===== src/rtl/activation_unit_pkg.sv =====
// Shared definitions for the activation stage: mode encodings, default widths
// and the zero-lane popcount used by the sparsity counter.
package activation_unit_pkg;

  // Activation mode, sampled alongside each input beat
  typedef enum logic [1:0] {
    ACT_BYP   = 2'd0,
    ACT_RELU  = 2'd1,
    ACT_LEAKY = 2'd2,
    ACT_CLIP  = 2'd3
  } act_mode_e;

  localparam int unsigned DEF_LANES      = 4;
  localparam int unsigned DEF_IN_W       = 21;
  localparam int unsigned DEF_OUT_W      = 16;
  localparam int unsigned DEF_LEAK_SHIFT = 3;
  localparam int unsigned DEF_CNT_W      = 32;

  // Widest lane count the zero popcount can handle
  localparam int unsigned MAX_LANES = 64;

  // Number of set flags; callers set one flag per zero-valued lane
  function automatic int unsigned count_set(input logic [MAX_LANES-1:0] flags);
    int unsigned n;
    n = 0;
    for (int i = 0; i < MAX_LANES; i++) begin
      n = n + {31'b0, flags[i]};
    end
    return n;
  endfunction

endpackage


===== src/rtl/activation_unit_lane.sv =====
// One lane of the activation stage, purely combinational. The activation half
// feeds the S1 register; the saturation half narrows the S1 value for S2.
module act_lane import activation_unit_pkg::*; #(
  parameter int unsigned IN_W       = DEF_IN_W,
  parameter int unsigned OUT_W      = DEF_OUT_W,
  parameter int unsigned LEAK_SHIFT = DEF_LEAK_SHIFT
) (
  input  logic [IN_W-1:0]  x,
  input  logic [1:0]       mode,
  input  logic [OUT_W-1:0] clip_val,
  output logic [IN_W-1:0]  act_y,
  input  logic [IN_W-1:0]  sat_x,
  output logic [OUT_W-1:0] sat_y
);

  // Bits that must all agree with the sign for the value to fit in OUT_W
  localparam int unsigned HI_W = IN_W - OUT_W + 1;

  logic            neg;
  logic [IN_W-1:0] clip_ext;
  logic [IN_W-1:0] leak;
  logic [HI_W-1:0] hi;

  assign neg      = x[IN_W-1];
  // Clip ceiling is unsigned, so widen with zeros
  assign clip_ext = IN_W'(clip_val);
  // Arithmetic shift gives floor rounding for negative inputs
  assign leak     = IN_W'($signed(x) >>> LEAK_SHIFT);
  assign hi       = sat_x[IN_W-1:OUT_W-1];

  // Activation function selected by the beat's mode
  always_comb begin
    act_y = x;
    case (mode)
      ACT_BYP:   act_y = x;
      ACT_RELU:  act_y = neg ? '0 : x;
      ACT_LEAKY: act_y = neg ? leak : x;
      ACT_CLIP: begin
        // x is non-negative here, so an unsigned compare is correct
        if (neg)                 act_y = '0;
        else if (x > clip_ext)   act_y = clip_ext;
        else                     act_y = x;
      end
      default:   act_y = x;
    endcase
  end

  // Signed saturation to OUT_W, then truncation
  always_comb begin
    if (hi == '0 || hi == '1) begin
      sat_y = sat_x[OUT_W-1:0];
    end else if (sat_x[IN_W-1]) begin
      sat_y = {1'b1, {(OUT_W-1){1'b0}}};
    end else begin
      sat_y = {1'b0, {(OUT_W-1){1'b1}}};
    end
  end

endmodule


===== src/rtl/activation_unit.sv =====
// Multi-lane activation stage between the accumulator array and the next
// layer's input buffer. Two register stages: S1 holds activated lanes, S2
// holds saturated output lanes. Full valid/ready backpressure and a running
// count of zero-valued output lanes.
module activation_unit import activation_unit_pkg::*; #(
  parameter int unsigned LANES      = DEF_LANES,
  parameter int unsigned IN_W       = DEF_IN_W,
  parameter int unsigned OUT_W      = DEF_OUT_W,
  parameter int unsigned LEAK_SHIFT = DEF_LEAK_SHIFT,
  parameter int unsigned CNT_W      = DEF_CNT_W
) (
  input  logic                   clk,
  input  logic                   rst_n,
  input  logic                   in_valid,
  output logic                   in_ready,
  input  logic [LANES*IN_W-1:0]  in_data,
  input  logic [1:0]             mode,
  input  logic [OUT_W-1:0]       clip_val,
  output logic                   out_valid,
  input  logic                   out_ready,
  output logic [LANES*OUT_W-1:0] out_data,
  output logic [CNT_W-1:0]       zero_cnt,
  input  logic                   cnt_clr
);

  logic                   s1_vld;
  logic [LANES*IN_W-1:0]  s1_data;
  logic [LANES*IN_W-1:0]  act_data;
  logic [LANES*OUT_W-1:0] sat_data;
  logic                   s2_adv;
  logic                   out_fire;
  logic [MAX_LANES-1:0]   zero_flags;
  logic [CNT_W-1:0]       zero_inc;

  assign s2_adv   = !out_valid || out_ready;
  assign in_ready = !s1_vld || s2_adv;
  assign out_fire = out_valid && out_ready;

  for (genvar k = 0; k < LANES; k++) begin : g_lane
    act_lane #(
      .IN_W       (IN_W),
      .OUT_W      (OUT_W),
      .LEAK_SHIFT (LEAK_SHIFT)
    ) u_lane (
      .x        (in_data[k*IN_W +: IN_W]),
      .mode     (mode),
      .clip_val (clip_val),
      .act_y    (act_data[k*IN_W +: IN_W]),
      .sat_x    (s1_data[k*IN_W +: IN_W]),
      .sat_y    (sat_data[k*OUT_W +: OUT_W])
    );
  end

  // Flag every output lane that currently reads zero
  always_comb begin
    zero_flags = '0;
    for (int k = 0; k < LANES; k++) begin
      zero_flags[k] = ~|out_data[k*OUT_W +: OUT_W];
    end
  end

  assign zero_inc = CNT_W'(count_set(zero_flags));

  // S1: capture activated lanes; mode and clip are consumed here so they
  // travel with the beat implicitly
  always_ff @(posedge clk or negedge rst_n) begin
    if (!rst_n) begin
      s1_vld  <= 1'b0;
      s1_data <= '0;
    end else if (in_ready) begin
      s1_vld <= in_valid;
      if (in_valid) begin
        s1_data <= act_data;
      end
    end
  end

  // S2: saturate S1 into the output register whenever the output can move
  always_ff @(posedge clk or negedge rst_n) begin
    if (!rst_n) begin
      out_valid <= 1'b0;
      out_data  <= '0;
    end else if (s2_adv) begin
      out_valid <= s1_vld;
      if (s1_vld) begin
        out_data <= sat_data;
      end
    end
  end

  // Sparsity counter; clear wins over a same-cycle output handshake
  always_ff @(posedge clk or negedge rst_n) begin
    if (!rst_n) begin
      zero_cnt <= '0;
    end else if (cnt_clr) begin
      zero_cnt <= '0;
    end else if (out_fire) begin
      zero_cnt <= zero_cnt + zero_inc;
    end
  end

endmodule

===== config.mk =====
export PLATFORM = sky130hd
export DESIGN_NAME = activation_unit
export DESIGN_NICKNAME = d
export VERILOG_FILES = /design/src/rtl/activation_unit_pkg.sv /design/src/rtl/activation_unit_lane.sv /design/src/rtl/activation_unit.sv
export SDC_FILE = /design/constraint.sdc
export NUM_CORES = 1
export LEC_CHECK = 0
export ABC_CLOCK_PERIOD_IN_PS = 3930
export CAP_MARGIN = 20
export CORE_MARGIN = 4
export CORE_UTILIZATION = 30
export CTS_CLUSTER_SIZE = 8
export DETAILED_ROUTE_END_ITERATION = 6
export PLACE_DENSITY = 0.61
export SYNTH_ARGS = -nofsm -noshare
export SYNTH_HDL_FRONTEND = slang
export SYNTH_SLANG_ARGS = --single-unit

===== constraint.sdc =====
create_clock -name clk -period 3.93 [get_ports clk]
set_clock_uncertainty 0.1 [all_clocks]
set_input_delay 0.786 -clock clk [delete_from_list [all_inputs] [get_ports clk]]
set_output_delay 0.786 -clock clk [all_outputs]
set_load 0.01 [all_outputs]

== Yosys cells after proc, flatten, opt, wreduce, memory -nomap -nowiden ==
Index checks and enable logic that the tools add are counted.
Cells by class
  reduce and logical (&&, ||, !) cells: 25
  mux-type cells: 30
  bitwise gates (word level): 0
  magnitude comparators: 4
  eq/ne operators: 7
  add/sub/neg operators: 4
  shift operators: 0
  $mul: 0
  divide/modulo/power cells: 0
Operator list (number)
  one-hot mux 21 bit (4 select lines): 4
  two-way mux 21 bit: 8
  two-way mux 20 bit: 8
  two-way mux 16 bit: 8
  greater-than comparator 21 x 16 -> 1 bit: 4
  two-way mux 32 bit: 2
  OR reduction 16 bit: 4
  adder 32 x 4 -> 32 bit: 1
  == test 6 bit, second input constant: 4
  zero test 6 bit: 4
  zero test 1 bit: 6
  logical OR 1 bit: 6
  adder 3 x 1 -> 4 bit: 1
  == test 2 bit, second input constant: 2
  AND reduction 2 bit: 2
  adder 2 x 1 -> 3 bit: 1
  adder 1 x 1 -> 2 bit: 1
  == test 2 x 1 -> 1 bit, second input constant: 1
  zero test 2 bit: 1
  nonzero test 2 bit: 1
  logical AND 1 bit: 1
Storage, ports and cells
  bits in latches: 0
  memory bits (writable): 0
  bits in read-only memories: 0
  bits in registers: 182
  memories kept: 0
  word-level logic and storage cells: 75
  bits of input ports: 107
  output and inout bits: 98

== Logic depth before layout (Yosys ltp) ==
Gate-level depths: netlist of run 1.
  word-level depth: 8
  depth in mapped cells: 12
  depth with buffers taken out: 12

== Hierarchy ==
A second synthesis of run 1 with hierarchy kept.
Unflattened totals
  cells, all modules: 1526
  area, all modules: 13710.6 sq um
By module, submodules not included
  activation_unit: sequential area each 4554.4 sq um, instances 1, cells each 520, area an instance 7448.4 sq um
  act_lane (g_lane[1].u_lane ...): sequential area each 0.0 sq um, instances 3, cells each 253, area an instance 1579.0 sq um
  act_lane (g_lane[0].u_lane): sequential area each 0.0 sq um, instances 1, cells each 247, area an instance 1525.2 sq um

== Worst setup path after synthesis of run 1 ==
No wires, ideal clock.
  kind: register to register
  from: reg out_data[10]
  to: reg zero_cnt[22]
  slack: 0.756 ns
  arrival time: 2.943 ns
  data required time: 3.698 ns
  period minus slack after synthesis: 3.174 ns
  cell stages (with the launch flop): 13
  buffers on the path: 0
  setup time: 0.132 ns
  path through: dfrtp_1 -> nor4_1 -> nand4_1 -> fa_1 -> fa_1 -> inv_1 -> fa_1 -> and3_1 -> nand3_1 -> nor4_1 -> nand2_1 -> xor2_1 -> nor2_1
On the way
  longest elaborated chain between the ends: 8
Ends and longest elaborated chain
  from (decl): RTL line activation_unit.sv:21  | output logic [LANES*OUT_W-1:0] out_data,
  from (signal assigned): RTL line activation_unit.sv:86  | out_data <= sat_data;
  OR reduction 16 bit: RTL line activation_unit.sv:58  | zero_flags[k] = ~|out_data[k*OUT_W +: OUT_W];
  zero test 1 bit: RTL line activation_unit.sv:58
  adder 1 x 1 -> 2 bit: RTL line activation_unit_pkg.sv:27  | n = n + {31'b0, flags[i]};
  adder 2 x 1 -> 3 bit: RTL line activation_unit_pkg.sv:27
  adder 3 x 1 -> 4 bit: RTL line activation_unit_pkg.sv:27
  adder 32 x 4 -> 32 bit: RTL line activation_unit.sv:98  | zero_cnt <= zero_cnt + zero_inc;
  two-way mux 32 bit: RTL line activation_unit.sv:97  | end else if (out_fire) begin
  two-way mux 32 bit: RTL line activation_unit.sv:95  | end else if (cnt_clr) begin
  to (signal assigned): RTL line activation_unit.sv:98
  to (decl): RTL line activation_unit.sv:22  | output logic [CNT_W-1:0] zero_cnt,
Every way passes these cells. The select of a mux whose other input is x is not followed.
A chain may end at the register's enable or synchronous reset.

== Final worst setup path of run 1 ==
  from: reg out_data[1]
  to: reg zero_cnt[22]
The elaborated chain is that of the path after synthesis.

==> results.yml, run 1 <==
sta:
  tightest_slew_ns: 1.154
  finalSetupTns_ns: 0
  final-setup-viol-count: 0
  fmax_mhz: 266.9
  hold_violations: 0
  slew_headroom_pct: 22.79
  min_period_ns: 3.746
  period_share_pct: 95.33
  grt_setup_unrepaired: "false"
  drv_slew: 0
power_and_ir_drop:
  peakVddDrop_uv: 292.1
  power_density_mw_per_mm2: 383.9
  p_total_w: 0.006121
  leakage_nw: 6.202
yosys:
  synthCells: 1575
  synth_top_area_cell: "dfrtp_1"
  yosys_register_bits: 182
  netlist.area_leader.share_pct: 36.69
  yosys_most_used_dff: "dfrtp_1"
  synth_fp_nets: 1750
  ys_seq_area_share_pct: 36.69
  synth_edf_count: 0
  synth_cell_types: 59
  synth_area_sq_mm: 0.01241
  yosysWarnings: 0
  synthTopCellsByArea: "dfrtp_1 (37%), a21oi_1 (9.6%), o21ai_0 (7.3%)"
  avgSynthCellArea_sq_um: 7.881
  ys_async_sr_fraction_pct: 100.0
cells_and_area:
  layout.nets: 1924
  multi_input_area_sq_mm: 0.007360
  fillerInstances: 4127
  seqCellArea_sq_mm: 0.004554
  areaGrowthSynthToFinish_pct: 28.48
  layout-drive-gt1-share_pct: 7.151
routing:
  drtAntennaViolNets: 0
  routed_via_density: 5.702
  wl_per_cell_microns: 21.03
  drc: 0
  first_iter_violations: 1345
  wirelength_microns: 48320
  dr.pass1.iters: 6
  vias: 13100
critical_path:
  path_max_fanout: 3
  crit_family: "simple AND/OR/NAND/NOR gates"
  rr_worst_depth: 13
  crit_type: "reg2reg"
  cp_num_buf_inv: 2
  r2r_setup_slack_ns: 0.18
  critPathLaunchType: "flop"
  crit_top_cell: "fa_1"
  cp.arrival_ns: 3.97
  crit_required_ns: 4.15
  r2r_end: "zero_cnt[22]"
  cpPeakStageDelay_ns: 0.64
  worstSetupStartpoint: "out_data[1]"
  cp.depth: 13
  crit_chain: "nor4_2, nand4_1, fa_1, fa_1, inv_1, fa_1, and3_1, nand3_1, nor4_2, buf_4, nand2_1, xor2_1, nor2_1"
  end_kind: "flop"
  critPathCapture: "zero_cnt[22]"
  reg2reg_from: "out_data[1]"
  critPathSlowestCell: "fa_1"
clocking:
  clockBufferDepth: 2
  cts.sinks: 182
  htreeDepth: 4
  path_clk_slew_ns: 0.07
  cts_inserted_buffers: 17
  clk_latency_ns: 0.45
  cts-root-buf: "clkbuf_16"
  hold_buffers: 0
  cts_tree: "yes"
floorplanning:
  core_area_sq_mm: 0.04083
  die_area_sq_mm: 0.04469
  die_x_microns: 211.4
  start_util_pct: 30.40
  rows: 74
  die_h_microns: 211.4
  ioPinCount: 205
global_route:
  grt_pass1_vias: 12700
  grt_usage_pct: 21.09
  grt_max_degree: 97
  grt_overflow: 0
  grt_pass1_wl_microns: 74510
  antenna_found_initial: 5
outcome:
  outcome: "finished, final reports clean"
job:
  maxCapViolCount: 0
place:
  io_buffer_count: 204
  place.gp.congestion: 0.9087
  dp_hpwl_microns: 34360
hold_path:
  hold_class: "in2async"
## power by group
group | internal, W | switching [W] | leakage [nW] | total, W
registers | 0.00217 | 0.000250 | 2.20 | 0.00242
logic | 0.000738 | 0.000912 | 3.67 | 0.00165
clock network | 0.00122 | 0.000829 | 0.326 | 0.00205
## worst reg2reg max path, delay by kind of cell, from the launching register on
family                     cells  cell delay (ns)
xor gates and xnor gates       1             0.12
adders and majority gates      3             1.32
buffers and inverters          2             0.26
DFF                            1             0.41
and+or+nand+nor                7             1.42
## cells in the mapped netlist (5+ instances only)
| master | number |
|---|---|
| a21oi_1 | 239 |
| nand2_1 | 233 |
| dfrtp_1 | 182 |
| o21ai_0 | 182 |
| nor2_1 | 95 |
| clkbuf_1 | 94 |
| or3_1 | 66 |
| ha_1 | 65 |
| nand2b_1 | 56 |
| a31oi_1 | 52 |
| a2111oi_0 | 35 |
| inv_1 | 25 |
| nand4_1 | 25 |
| nor4_1 | 24 |
| nand3_1 | 23 |
| xor2_1 | 20 |
| a221oi_1 | 14 |
| nor3_1 | 13 |
| a311o_1 | 9 |
| and3_1 | 9 |
| buf_1 | 8 |
| buf_2 | 8 |
| nand3b_1 | 7 |
| xnor2_1 | 7 |
| a311o_2 | 6 |
| and4_1 | 6 |
| nor2b_1 | 6 |
| a21o_1 | 5 |
## area by class of cell
type / instances / area share [%]
diodes: 4 / 0.06277
clock buffers: 19 / 2.778
clock inverters: 13 / 1.514
inverters: 25 / 0.5885
multi-input cells: 1255 / 46.15
flip-flops and latches: 182 / 28.56
well taps: 532 / 4.174
repair buffers: 268 / 16.17
## how the worst min path moves through the flow
stage | to | slack [ns] | cells past startpoint
final | zero_cnt[13] | 0.13 | 1
after global routing | zero_cnt[9] | 0.15 | 1
after global placement | s1_data[40] | 0.39 | 2
after floorplan | out_valid | 0.36 | 1
after CTS | zero_cnt[8] | 0.13 | 1
after detailed placement | s1_data[17] | 0.39 | 2
## state kept, by name (all words and copies together) (netlist names)
name       count
s1_data       84
s1_vld         1
out_data      64
out_valid      1
zero_cnt      32
## kinds of logic after synthesis
kind of cell             Yosys count  synth area share [%]
AND/OR/NAND/NOR                  582                 22.89
adder cells (fa/ha/maj)           68                 7.036
flip-flops                       182                 36.69
multiplexers                       5                0.4435
XOR/XNOR                          27                 1.905
buffers and inverters            138                 4.335
AO/OA/AOI/OAI                    573                 26.69
## per-stage QoR
stage	hold slack [ns]	instance area [sq um]	util, %	setup WS [ns]	instances
floorplan	0.3572	12410	-	0.7556	1575
global placement	0.3897	15230	37.29	0.1238	2261
CTS	0.1267	15910	38.97	0.1748	2293
finish	0.1300	15950	39.05	0.1836	2298
global route	0.1464	15940	39.04	0.05243	2296
detailed placement	0.3934	15230	37.29	0.006141	2261
## placed cells by master (no fill, tap or decap), types with 56 or more instances in the layout
cell             instances
a21oi_1                239
buf_4                   60
clkdlybuf4s50_1        201
dfrtp_1                182
ha_1                    65
nand2_1                231
nand2b_1                56
nor2_1                  95
o21ai_0                182
or3_1                   66
## repair_timing
action	CTS	global route
resized for setup	0	3
buffers inserted	0	0
setup endpoints to repair	0	2
## routing by layer
| metal | track usage (%) | vias to the layer above | part of all wire [%] | routed length, microns |
|---|---|---|---|---|
| met3 | 5.216 | 99 | 9.0 | 4341 |
| met5 | 0 | - | 0.097 | 47 |
| met1 | 29.11 | 6257 | 44 | 21250 |
| met2 | 32.26 | 646 | 44 | 21030 |
| li1 | - | 6096 | - | - |
| met4 | 7.597 | 6 | 3.4 | 1650 |
Note: power is estimated with default switching activity, not from simulation.
==> run 2: changes to the inputs <==
--- a/config.mk
+++ b/config.mk
@@ -7,7 +7,6 @@
 export LEC_CHECK = 0
 export ABC_CLOCK_PERIOD_IN_PS = 3930
 export CAP_MARGIN = 20
-export CORE_MARGIN = 4
 export CORE_UTILIZATION = 30
 export CTS_CLUSTER_SIZE = 8
 export DETAILED_ROUTE_END_ITERATION = 6
==> run 2 against run 1 <==
  * Setup slack gained 0.067 ns
  * Flip-flop and latch count is the same
  * Global-route usage grew 1.5 points
  * Cell area is 0.29% lower
  * Via count hardly changed
  * Final cell count rose by 0.22%
  * Critical path type unchanged
  * Largest cell class unchanged
==> results.yml, run 2 (synthesis gave the netlist of run 1 again) <==
outcome:
  outcome: "finished, final reports clean"
routing:
  wl_per_cell_microns: 20.70
  routed_via_density: 5.693
  drtAntennaViolNets: 0
  wirelength_microns: 47660
  dr.pass1.iters: 5
  vias: 13110
  first_iter_violations: 1418
  drc: 0
sta:
  tightest_slew_ns: 1.011
  fin_ws_ns: 0.2502
  slew_headroom_pct: 32.12
  grt_setup_unrepaired: "false"
  period_share_pct: 93.63
  drv_slew: 0
  min_period_ns: 3.680
  final-setup-viol-count: 0
  hold_violations: 0
  finalSetupTns_ns: 0
  fmax_mhz: 271.8
cells_and_area:
  postLayoutCellArea_sq_mm: 0.01590
  largest-register: "s1_data"
  reg_top3: "s1_data (84), out_data (64), zero_cnt (32)"
  fillerInstances: 4105
  most-common-layout-cells: "a21oi_1 (239), nand2_1 (231), clkdlybuf4s50_1 (201)"
  layout.nets: 1929
  final_common_cell: "a21oi_1"
  largest_reg_flops: 84
  layout-drive-gt1-share_pct: 7.640
  areaGrowthSynthToFinish_pct: 28.10
floorplanning:
  die_area_sq_mm: 0.04219
  rows: 74
  die_h_microns: 205.4
  ioPinCount: 205
  start_util_pct: 30.40
  core_area_sq_mm: 0.04083
  die_x_microns: 205.4
critical_path:
  crit_required_ns: 4.16
  reg2reg_from: "out_data[6]"
  cp.arrival_ns: 3.91
  crit_type: "reg2reg"
  end_kind: "flop"
  critPathLaunchType: "flop"
  worstSetupStartpoint: "out_data[6]"
  path_max_fanout: 3
clocking:
  cts.sinks: 182
  htreeDepth: 4
  path_clk_slew_ns: 0.07
  hold_buffers: 0
  cts-root-buf: "clkbuf_16"
  clockBufferDepth: 2
  cts_tree: "yes"
  clk_latency_ns: 0.46
  cts_inserted_buffers: 17
global_route:
  grt_pass1_vias: 12420
  grt_usage_pct: 22.62
  grt_pass1_wl_microns: 73520
  antenna_found_initial: 5
  grt_max_degree: 72
  grt_overflow: 0
place:
  place.gp.congestion: 0.9193
  io_buffer_count: 204
  dp_hpwl_microns: 34150
  placed_area_sq_mm: 0.01527
  pre_cts_ws_ns: 0.1060
power_and_ir_drop:
  internal-power_w: 0.003749
  peakVddDrop_uv: 320.2
  leakage_nw: 6.178
  netSwitchingFraction_pct: 35.26
  power_density_mw_per_mm2: 364.2
  power_frac_clock_pct: 29.7
  p_sw_w: 0.002042
  comb_power_share_pct: 28.5
  pwr-share-seq_pct: 41.8
  p_total_w: 0.005791
job:
  maxCapViolCount: 0
hold_path:
  hold_class: "in2async"
==> run 2: cell types whose count changed in the layout (fill, tap and decap cells not counted), moves of 2 or more <==
cell	before	now
buf_12	5	7
bufinv_16	6	0
inv_8	1	3
buf_4	60	63
clkinv_4	2	5
inv_6	2	5
==> run 2: power by group through the flow <==
stage / sequential (W) / combinational [W] / clock, W
2_1_floorplan: 0.00245 / 0.000722 / 0
3_3_place_gp: 0.00244 / 0.00161 / 0
3_5_place_dp: 0.00245 / 0.00164 / 0
4_1_cts: 0.00242 / 0.00164 / 0.00175
5_1_grt: 0.00247 / 0.00182 / 0.00182
6_report: 0.00242 / 0.00165 / 0.00172
==> run 2: repair_timing <==
| action | 4_1_cts | 5_1_grt |
|---|---|---|
| resized for setup | 0 | 6 |
| setup endpoints to repair | 0 | 11 |
| buffers inserted | 0 | 0 |
==> run 2: path summary, 6_finish.rpt <==
path | end | slack (ns) | cells past startpoint
max in group asynchronous | s1_data[33] | 2.66 | 2
min in group clk | out_data[57] | 0.41 | 2
worst min register to register | out_data[57] | 0.41 | 2
worst max-delay path | zero_cnt[22] | 0.25 | 13
worst min-delay path | zero_cnt[14] | 0.21 | 1
worst max register to register | zero_cnt[22] | 0.25 | 13
==> run 2: layout make-up <==
class                   count  area [sq um]  area share, %
repair buffers            273          2641          16.61
clock buffers              17         425.4          2.675
multi-input cells        1255          7373          46.37
well taps                 532         665.6          4.186
clock inverters            15         136.4         0.8577
flip-flops and latches    182          4554          28.64
inverters                  25         93.84         0.5902
diodes                      4         10.01        0.06295
==> run 2: per-layer routing <==
metal	GRT usage, %	part of all wire (%)	vias up
met5	0	0.048	-
met4	9.153	3.5	4
met3	5.622	9.0	97
met2	33.57	44	629
met1	31.21	44	6274
li1	-	-	6107
==> run 2: critical path, stage by stage, from the launching register on <==
cell     delay, ns
dfrtp_1       0.41
nor4_2        0.33
nand4_1       0.42
fa_1          0.63
fa_1          0.47
inv_1         0.09
fa_2          0.21
and3_4        0.19
nand3_1       0.11
nor4_2        0.18
buf_4         0.17
nand2_1       0.06
xor2_1        0.13
nor2_1        0.05
==> run 2: stage by stage <==
stage / utilization, % / hold slack, ns / cells
finish: 38.94 / 0.2077 / 2303
CTS: 38.78 / 0.2425 / 2296
global route: 38.93 / 0.2569 / 2301
global placement: 37.41 / 0.3925 / 2264
detailed placement: 37.41 / 0.3966 / 2264
floorplan: - / 0.3572 / 1575
==> run 3: changes to the inputs <==
--- a/config.mk
+++ b/config.mk
@@ -10,7 +10,7 @@
 export CORE_UTILIZATION = 30
 export CTS_CLUSTER_SIZE = 8
 export DETAILED_ROUTE_END_ITERATION = 6
-export PLACE_DENSITY = 0.61
+export HOLD_SLACK_MARGIN = 0.03
 export SYNTH_ARGS = -nofsm -noshare
 export SYNTH_HDL_FRONTEND = slang
 export SYNTH_SLANG_ARGS = --single-unit
==> run 3 against run 2 <==
  * Critical path depth is the same
  * Setup slack lost 0.085 ns
  * Sequential power is essentially flat
  * Die area is the same
  * Sequential share of layout area shrank 0.074 points
  * Global-route usage grew 0.089 points
  * Core utilization grew 0.10 points
  * Register-to-register slack lost 0.09 ns
  * First-iteration DRC count shrank 1.6%
  * Critical endpoint is now zero_cnt[30]
  * Largest cell class unchanged
==> results.yml, run 3 (synthesis gave the netlist of run 1 again) <==
sta:
  finalSetupTns_ns: 0
  tightest_slew_ns: 0.9844
  final-setup-viol-count: 0
  slew_headroom_pct: 33.93
  drv_slew: 0
  grt_setup_unrepaired: "false"
  min_period_ns: 3.765
  period_share_pct: 95.80
  fmax_mhz: 265.6
  hold_violations: 0
floorplanning:
  start_util_pct: 30.40
  ioPinCount: 205
  rows: 74
  core_area_sq_mm: 0.04083
  die_area_sq_mm: 0.04219
  die_x_microns: 205.4
  die_h_microns: 205.4
critical_path:
  reg2reg_from: "out_data[2]"
  end_kind: "flop"
  cp.arrival_ns: 3.98
  r2r_setup_slack_ns: 0.17
  r2r_end: "zero_cnt[30]"
  critPathLaunchType: "flop"
  crit_type: "reg2reg"
  path_max_fanout: 3
  rr_worst_depth: 13
  crit_required_ns: 4.14
global_route:
  grt_pass1_vias: 12290
  grt_usage_pct: 22.71
  antenna_found_initial: 3
  grt_pass1_wl_microns: 73020
  grt_max_degree: 91
  grt_overflow: 0
cells_and_area:
  final_common_cell: "a21oi_1"
  largest-register: "s1_data"
  most-common-layout-cells: "a21oi_1 (239), nand2_1 (231), clkdlybuf4s50_1 (201)"
  layout-drive-gt1-share_pct: 7.518
  largest_reg_flops: 84
  finalCoreUtilization_pct: 39.04
  reg_top3: "s1_data (84), out_data (64), zero_cnt (32)"
  areaGrowthSynthToFinish_pct: 28.44
  layout.nets: 1931
clocking:
  htreeDepth: 4
  clockBufferDepth: 2
  cts.sinks: 182
  hold_buffers: 0
  cts_inserted_buffers: 17
  clk_latency_ns: 0.45
  cts-root-buf: "clkbuf_16"
  cts_tree: "yes"
  path_clk_slew_ns: 0.08
  post_cts_buffers: 0
power_and_ir_drop:
  leakage_nw: 6.218
  power_density_mw_per_mm2: 374.4
  peakVddDrop_uv: 297.0
routing:
  wirelength_microns: 48250
  dr.pass1.iters: 6
  drtAntennaViolNets: 0
  routed_via_density: 5.699
  first_iter_violations: 1396
  drc: 0
  vias: 13120
  wl_per_cell_microns: 20.96
place:
  place.gp.congestion: 0.9132
  dp_hpwl_microns: 33910
  io_buffer_count: 204
hold_path:
  hold_class: "in2async"
job:
  maxCapViolCount: 0
outcome:
  outcome: "finished, final reports clean"
==> run 3: cell count changes in the layout (fill, tap and decap cells not counted), moves of 2 or more <==
cell       delta
bufinv_16     +3
inv_8         -2
clkinv_4      -3
clkbuf_8      +2
buf_4         +3
inv_6         -2
diode_2       -3
==> run 3: repair_timing <==
item | in CTS | in global routing
gates resized for setup | 0 | 3
setup endpoints to repair | 0 | 3
endpoints found under the hold margin | 0 | 0
==> run 3: worst max-delay path: stages, from the launching register on <==
cell and delay (ns):
dfrtp_1 0.41, nor4_1 0.32, nand4_1 0.42, fa_1 0.63
fa_1 0.46, inv_1 0.09, fa_1 0.22, and3_1 0.22
nand3_1 0.13, nor4_2 0.20, buf_4 0.17, nand2_1 0.07
xor2_1 0.14, nor2_1 0.06
==> run 3: final cells by class <==
class                      count  area (sq um)
clock buffer                  20         456.7
tap                          532         665.6
multi-input combinational   1255          7360
inverter                      25         93.84
timing repair buffer         275          2644
fill                        4061         24890
sequential                   182          4554
antenna                        1         2.502
clock inverter                12         165.2
==> run 3: how the worst max path moves through the flow <==
stage	from	end	slack, ns
floorplan	out_data[10]	zero_cnt[22]	0.76
global placement	in_data[56]	s1_data[44]	0.1
detailed placement	in_data[56]	s1_data[46]	0.11
CTS	out_data[1]	zero_cnt[30]	0.10
global route	out_data[10]	zero_cnt[22]	0.04
finish	out_data[2]	zero_cnt[30]	0.17
==> run 3: power by group <==
part | switching, W | leakage [nW] | internal [W] | total (W)
logic | 0.000917 | 3.71 | 0.000745 | 0.00166
registers | 0.000250 | 2.20 | 0.00217 | 0.00242
clock network | 0.000837 | 0.300 | 0.00105 | 0.00189
total | 0.00200 | 6.22 | 0.00396 | 0.00597
==> run 3: layer usage <==
metal | GRT usage, % | wire (microns)
met1 | 31.64 | 21150
met2 | 34.03 | 21200
met3 | 4.926 | 4167
met4 | 8.889 | 1718
met5 | 0 | 13
==> run 3: metrics by stage <==
step	instances	hold slack (ns)	instance area (sq um)	power, W	worst slack, ns
2_1_floorplan	1575	0.3572	12410	0.003169	0.7556
3_3_place_gp	2264	0.3912	15260	0.004052	0.09810
3_5_place_dp	2264	0.3981	15260	0.004086	0.1085
4_1_cts	2296	0.3706	15880	0.005976	0.1020
5_1_grt	2302	0.3886	15940	0.006262	0.04031
6_report	2302	0.3361	15940	0.005968	0.1652
